### src/rtl/controle_catraca.sv
// Bidirectional turnstile controller: arbitrates entry/exit requests, unlocks one
// direction at a time, counts completed rotations and tracks occupancy.
module controle_catraca #(
  parameter int CAPACIDADE = 15,
  parameter int LARG_OCUP  = 4,
  parameter int TIMEOUT    = 50
) (
  input  logic                 clock,
  input  logic                 reset,
  input  logic                 pedido_entrada,
  input  logic                 pedido_saida,
  input  logic                 metais,
  input  logic                 giro,
  output logic                 libera_entrada,
  output logic                 libera_saida,
  output logic                 alarme,
  output logic                 lotado,
  output logic [LARG_OCUP-1:0] ocupacao,
  output logic [4:0]           estadoLed
);

  typedef enum logic [1:0] {
    OCIOSO  = 2'd0,
    ENTRADA = 2'd1,
    SAIDA   = 2'd2,
    ALARME  = 2'd3
  } estado_t;

  localparam logic [LARG_OCUP-1:0] CAP_MAX   = LARG_OCUP'(CAPACIDADE);
  localparam logic [7:0]           TIMER_MAX = 8'(TIMEOUT - 1);
  localparam logic [LARG_OCUP-1:0] UM        = LARG_OCUP'(1);

  estado_t    estado;
  logic [7:0] timer;
  logic       giro_q;
  logic       ultimo;  // last direction served: 0 = entrada, 1 = saida
  logic       giro_ev;
  logic       el_e;
  logic       el_s;

  assign giro_ev = giro & ~giro_q;
  assign lotado  = (ocupacao == CAP_MAX);
  assign el_e    = pedido_entrada & ~lotado;
  assign el_s    = pedido_saida & (ocupacao != '0);

  assign libera_entrada = (estado == ENTRADA);
  assign libera_saida   = (estado == SAIDA);
  assign alarme         = (estado == ALARME);
  assign estadoLed      = {estado == OCIOSO, estado == ENTRADA, estado == SAIDA,
                           estado == ALARME, lotado};

  always_ff @(posedge clock) begin
    if (reset) begin
      estado   <= OCIOSO;
      ocupacao <= '0;
      timer    <= '0;
      giro_q   <= 1'b0;
      ultimo   <= 1'b1;
    end else begin
      giro_q <= giro;
      case (estado)
        OCIOSO: begin
          // A rotation seen while idle is forced and deliberately not counted.
          if (pedido_entrada && metais) begin
            estado <= ALARME;
          end else if (el_e && el_s) begin
            estado <= ultimo ? ENTRADA : SAIDA;
            timer  <= '0;
          end else if (el_e) begin
            estado <= ENTRADA;
            timer  <= '0;
          end else if (el_s) begin
            estado <= SAIDA;
            timer  <= '0;
          end
        end
        ENTRADA: begin
          if (metais) begin
            estado <= ALARME;
            ultimo <= 1'b0;
          end else if (giro_ev) begin
            ocupacao <= ocupacao + UM;
            ultimo   <= 1'b0;
            estado   <= OCIOSO;
          end else if (timer == TIMER_MAX) begin
            ultimo <= 1'b0;
            estado <= OCIOSO;
          end else begin
            timer <= timer + 8'd1;
          end
        end
        SAIDA: begin
          if (giro_ev) begin
            ocupacao <= ocupacao - UM;
            ultimo   <= 1'b1;
            estado   <= OCIOSO;
          end else if (timer == TIMER_MAX) begin
            ultimo <= 1'b1;
            estado <= OCIOSO;
          end else begin
            timer <= timer + 8'd1;
          end
        end
        ALARME: begin
          if (!metais && !pedido_entrada) estado <= OCIOSO;
        end
        default: estado <= OCIOSO;
      endcase
    end
  end

endmodule

### config.mk
export PLATFORM = sky130hd
export DESIGN_NAME = controle_catraca
export DESIGN_NICKNAME = d
export VERILOG_FILES = /design/src/rtl/controle_catraca.sv
export SDC_FILE = /design/constraint.sdc
export NUM_CORES = 1
export LEC_CHECK = 0
export CAP_MARGIN = 20
export CORE_UTILIZATION = 42
export CTS_BUF_LIST = sky130_fd_sc_hd__clkbuf_16
export DETAILED_ROUTE_END_ITERATION = 8
export PLACE_DENSITY = 0.66
export SLEW_MARGIN = 15
export SYNTH_ARGS = -nofsm -noshare
export SYNTH_HDL_FRONTEND = slang
export SYNTH_SLANG_ARGS = --single-unit
### constraint.sdc
create_clock -name clock -period 3.58 [get_ports clock]
set_clock_uncertainty 0.15 [all_clocks]
set_input_delay 0.716 -clock clock [delete_from_list [all_inputs] [get_ports clock]]
set_output_delay 0.716 -clock clock [all_outputs]
set_load 0.1 [all_outputs]
== Word-level counts from Yosys, hierarchy flattened ==
Cells that the tools add are included.
Word-level totals
  word-level logic and storage cells: 68
  output and inout port bits: 13
  register bits after elaboration: 16
  input bits: 6
Cells by class
  equal/unequal tests: 14
  multiplexer cells: 28
  reduce and logical (&&, ||, !) cells: 13
  bitwise operators: 5
  add/sub/neg operators: 3
Operator list (number)
  $mux 8: 7
  $pmux 8 s3: 1
  $mux 2: 9
  $mux 4: 3
  $add 8x1->8 const B: 1
  $eq 8x6->1 const B: 1
  $pmux 2 s4: 1
  $pmux 4 s2: 1
  $reduce_and 4->1: 2
  $ne 2x1->1 const B: 3
  $mux 1: 5
  $ne 5x1->1 const B: 1
  $add 4x1->4 const B: 1
  $eq 2x2->1 const B: 2
  $eq 4x4->1 const B: 1
  $ne 2x2->1 const B: 2
  $ne 4x1->1 const B: 1
  $ne 4x2->1 const B: 1
  $reduce_bool 4->1: 1
  $sub 4x1->4 const B: 1
  $and 1x1->1: 3
  $logic_and 1x1->1: 3
  $ne 3x1->1 const B: 1
  $reduce_and 3->1: 1
  other kinds (8): 10

== Depth between registers and ports, before layout ==
  depth after elaboration: 7
  mapped depth: 8
  mapped depth without buffers: 8

== Worst setup path after synthesis ==
Ideal clock, no wire load.
  path type: register -> output
  start: register ocupacao[0]
  end: output estadoLed[0]
  path slack: 0.291 ns
  data arrival time: 2.423 ns
  stages on the path, launching flop included: 4
  buffers on the path: 1
  data required time: 2.714 ns
  cell sequence: dfxtp_1 -> nand4_2 -> inv_1 -> buf_4
Between the ends
  cells in the longest elaborated chain, start to end: 1
Ends and longest elaborated chain
  start: declaration: RTL line 18  | output logic [LARG_OCUP-1:0] ocupacao,
  start signal: assignment: RTL line 82  | ocupacao <= ocupacao + UM;
  start signal: assignment: RTL line 94  | ocupacao <= ocupacao - UM;
  $eq 4x4->1: RTL line 42  | assign lotado = (ocupacao == CAP_MAX);
  end: declaration: RTL line 19  | output logic [4:0] estadoLed
Every way passes these cells.

== Worst setup path in the final report ==
  start: input pedido_entrada
  end: register timer[4]
Between the ends
  cells in the longest elaborated chain, start to end: 5
  elaborated cells between the ends (all ways): 10
Ends and longest elaborated chain
  start: declaration: RTL line 10  | input logic pedido_entrada,
  $and 1x1->1: RTL line 43  | assign el_e = pedido_entrada & ~lotado;
  $mux 8 / $logic_and 1x1->1 (equally long branches): RTL line 69, 66
  $mux 8: RTL line 66  | end else if (el_e && el_s) begin
  $mux 8: RTL line 64  | if (pedido_entrada && metais) begin
  $pmux 8 s3: RTL line 61  | case (estado)
  end signal: assignment: RTL line 89  | timer <= timer + 8'd1;
  end signal: assignment: RTL line 101  | timer <= timer + 8'd1;
  end: declaration: RTL line 34  | logic [7:0] timer;
Parallel ways exist; a longest one is shown, timed or not. The select of a mux whose other input is x is not followed.
A chain may end at the register's enable or synchronous reset.

==> flow_summary.rst <==
.. list-table::
   :header-rows: 1

   * - Metric
     - Value
   * - Worst skew pair latency
     - 250 ps
   * - Worst R2R Start
     - estado[0]
   * - IO Pins
     - 19
   * - Type of the setup path with the least slack
     - primary input to flip-flop
   * - Final setup violation count
     - 0
   * - Quantity of I/O buffers inserted on ports
     - 18
   * - Post-synth top area cell
     - sky130_fd_sc_hd__dfxtp_1
   * - Worst Setup Start Kind
     - primary input
   * - Summed negative setup slack over all endpoints
     - 0 ps
   * - GRT overflow
     - 0
   * - Total of flip-flops plus latches after synthesis
     - 16
   * - Count of vias placed by the detailed router
     - 922
   * - Seq/Total Area, Yosys
     - around 29%
   * - Number of global-route vias before repair
     - 790
   * - Main flop type after synthesis
     - sky130_fd_sc_hd__dfxtp_1
   * - Avg WL per Cell
     - 13.93 microns
   * - Number of remaining DRC errors
     - 0
   * - First-pass iteration count of the detailed router
     - 4
   * - Maximum buffer depth of the clock tree
     - 2
   * - Max transition margin
     - 56.53%
   * - Unrepaired setup endpoints after global routing
     - no
   * - Syn nets
     - 138
   * - Most common cell in the synthesized netlist
     - sky130_fd_sc_hd__dfxtp_1
   * - Number of instances in the synthesized netlist
     - 122
   * - Number of setup buffers added after CTS
     - 0
   * - Estimated wirelength of the detail-placed design
     - 1770 microns
   * - Class of the worst hold path
     - flip-flop to flip-flop
   * - DR vias/cell
     - 5.521
   * - Post-DRT Antenna Nets
     - 0
   * - Hold violation total from the final report
     - 0
   * - Tightest Pin Transition
     - 648.2 ps
   * - Post-synthesis area per instance
     - 9.035 sq um
   * - GRT Overall Usage
     - a little under a fifth
   * - Commonest cells in the netlist
     - sky130_fd_sc_hd__dfxtp_1, sky130_fd_sc_hd__nor2_1, sky130_fd_sc_hd__inv_1, sky130_fd_sc_hd__xnor2_1, sky130_fd_sc_hd__ha_1
   * - Sink Count
     - 16
   * - Post-route clock period utilization
     - 67.30%
   * - Die boundary height
     - 53.23 microns
   * - Req. time, crit path
     - 3540 ps
   * - Chip Width
     - 53.23 microns
   * - Syn Std Cell Area
     - 1102 sq um
   * - Clock transition at path regs
     - 50 ps
   * - Hold_sp
     - estado[0]
   * - TritonCTS buffer count
     - 3
   * - Top post-synthesis cells by area
     - sky130_fd_sc_hd__dfxtp_1, sky130_fd_sc_hd__ha_1, sky130_fd_sc_hd__xnor2_1
   * - Count of hold buffers inserted by post-cts repair
     - 0
   * - Synth top area share
     - 29.06%
   * - Area growth syn-to-layout
     - 19.52%
   * - Die outline area
     - 2833 sq um
   * - Proportion of layout cells with a drive suffix above 1
     - 18.98%
   * - Maximum number of pins on one net before global-route repair
     - 10
   * - Status
     - completed
   * - Count of flip-flops with a built-in enable after synthesis
     - 0
   * - Max Freq
     - 0.4151 GHz
   * - Shortest clock period the worst path allows after layout
     - between 2000 and 2500 ps
   * - WL final
     - 2327 microns
   * - Number of slew-limit violations in the final report
     - 0
   * - Final nets
     - 154
   * - Cells resized by post-CTS repair
     - 0
   * - Antenna fix cells
     - 0
   * - Number of library cell types mapped by synthesis
     - 43
   * - Row count
     - 18
   * - Max-capacitance violation count
     - 0
   * - Worst setup EP type
     - flip-flop
   * - Iter 0 DRT Violations
     - 14
   * - Placeable core region
     - 2477 sq um
   * - Global-route wire length before repair
     - between 3000 and 4000 microns
   * - Effective utilization at floorplan
     - approximately 44%
   * - Routability congestion estimate from global placement
     - 0.8290
   * - Number of warning messages in the yosys log
     - 0
   * - Share of flip-flops with an asynchronous set or reset after synthesis
     - 0%
   * - H-tree levels
     - 1
   * - Launch point of the critical path
     - pedido_entrada
   * - Data arrival, critical path
     - 2370 ps
   * - CTS tree
     - built
   * - Cell at the root of the clock tree
     - sky130_fd_sc_hd__clkbuf_16
   * - Crit path max fanout
     - 8
   * - Antenna violations before repair
     - 0
## worst max-delay path: stages
cell                              delay (ps)
sky130_fd_sc_hd__clkdlybuf4s50_1         600
sky130_fd_sc_hd__inv_1                    90
sky130_fd_sc_hd__o211a_4                 290
sky130_fd_sc_hd__o31ai_2                 540
sky130_fd_sc_hd__nor2_1                  120
## routing by layer
metal  share of wire, %  global-route usage (%)  vias to the layer above
li1                   -                       -                      459
met1                 51                   26.07                      437
met2                 43                   27.71                       24
met3                5.6                   5.172                        2
met4               0.34                   2.632                        0
met5                  0                       0                        -
## final timing paths
path	end	slack, ps	cells after the start
max	timer[4]	1170	5
min reg2reg	estado[0]	380	2
min	estado[0]	380	2
max reg2reg	timer[6]	1370	7
## stage by stage
step / setup WS [ps] / std cells / utilization, % / area (sq um) / hold slack [ps]
2_1_floorplan: 291.3 / 122 / - / 1102 / 322.1
5_1_grt: 1055 / 167 / 53.18 / 1318 / 393.8
6_report: 1171 / 167 / 53.18 / 1318 / 382.3
4_1_cts: 1177 / 167 / 53.18 / 1318 / 382.8
3_5_place_dp: 914.1 / 163 / 50.00 / 1239 / 371.9
3_3_place_gp: 986.0 / 163 / 50.00 / 1239 / 353.4
## flip-flops by register name, indices dropped and copies added (netlist names)
signal / cells
timer: 8
giro_q: 1
estado: 2
ultimo: 1
ocupacao: 4
## logic make-up (layout without fill, tap and decap cells)
logic type	count (synthesis)	in the layout	synth area share [%]
muxes	1	1	0.9081
xor gates and xnor gates	10	10	7.945
adders and majority gates	10	10	12.03
and+or+nand+nor	41	41	21.79
buffers and inverters	17	32	7.833
AOI/OAI and AO/OA	27	27	20.43
DFF	16	16	29.06
## cells in the final DEF, fill, tap and decap left out, types with 2 or more instances in the layout
master / netlist / layout
sky130_fd_sc_hd__a21o_1: 3 / 3
sky130_fd_sc_hd__inv_1: 10 / 10
sky130_fd_sc_hd__a21oi_1: 6 / 6
sky130_fd_sc_hd__nand3_1: 3 / 3
sky130_fd_sc_hd__nand4_1: 2 / 2
sky130_fd_sc_hd__nor4b_1: 2 / 2
sky130_fd_sc_hd__dfxtp_1: 16 / 16
sky130_fd_sc_hd__ha_1: 9 / 9
sky130_fd_sc_hd__nand2_1: 5 / 5
sky130_fd_sc_hd__clkdlybuf4s50_1: 0 / 5
sky130_fd_sc_hd__clkbuf_16: 0 / 3
sky130_fd_sc_hd__nor2_1: 12 / 12
sky130_fd_sc_hd__o21ai_0: 6 / 6
sky130_fd_sc_hd__xnor2_1: 10 / 10
sky130_fd_sc_hd__nor4_1: 4 / 4
sky130_fd_sc_hd__buf_4: 4 / 13
## area by class of cell
| class | instances | area [sq um] |
|---|---|---|
| fill | 245 | 1160 |
| multi-input combinational | 89 | 695.7 |
| sequential | 16 | 320.3 |
| timing repair buffer | 18 | 147.6 |
| clock buffer | 3 | 75.07 |
| inverter | 10 | 37.54 |
| tap | 30 | 37.54 |
| clock inverter | 1 | 3.754 |
Power is not shown: default switching activity piles up to over one toggle a cycle in this logic, so the estimate is an artifact.
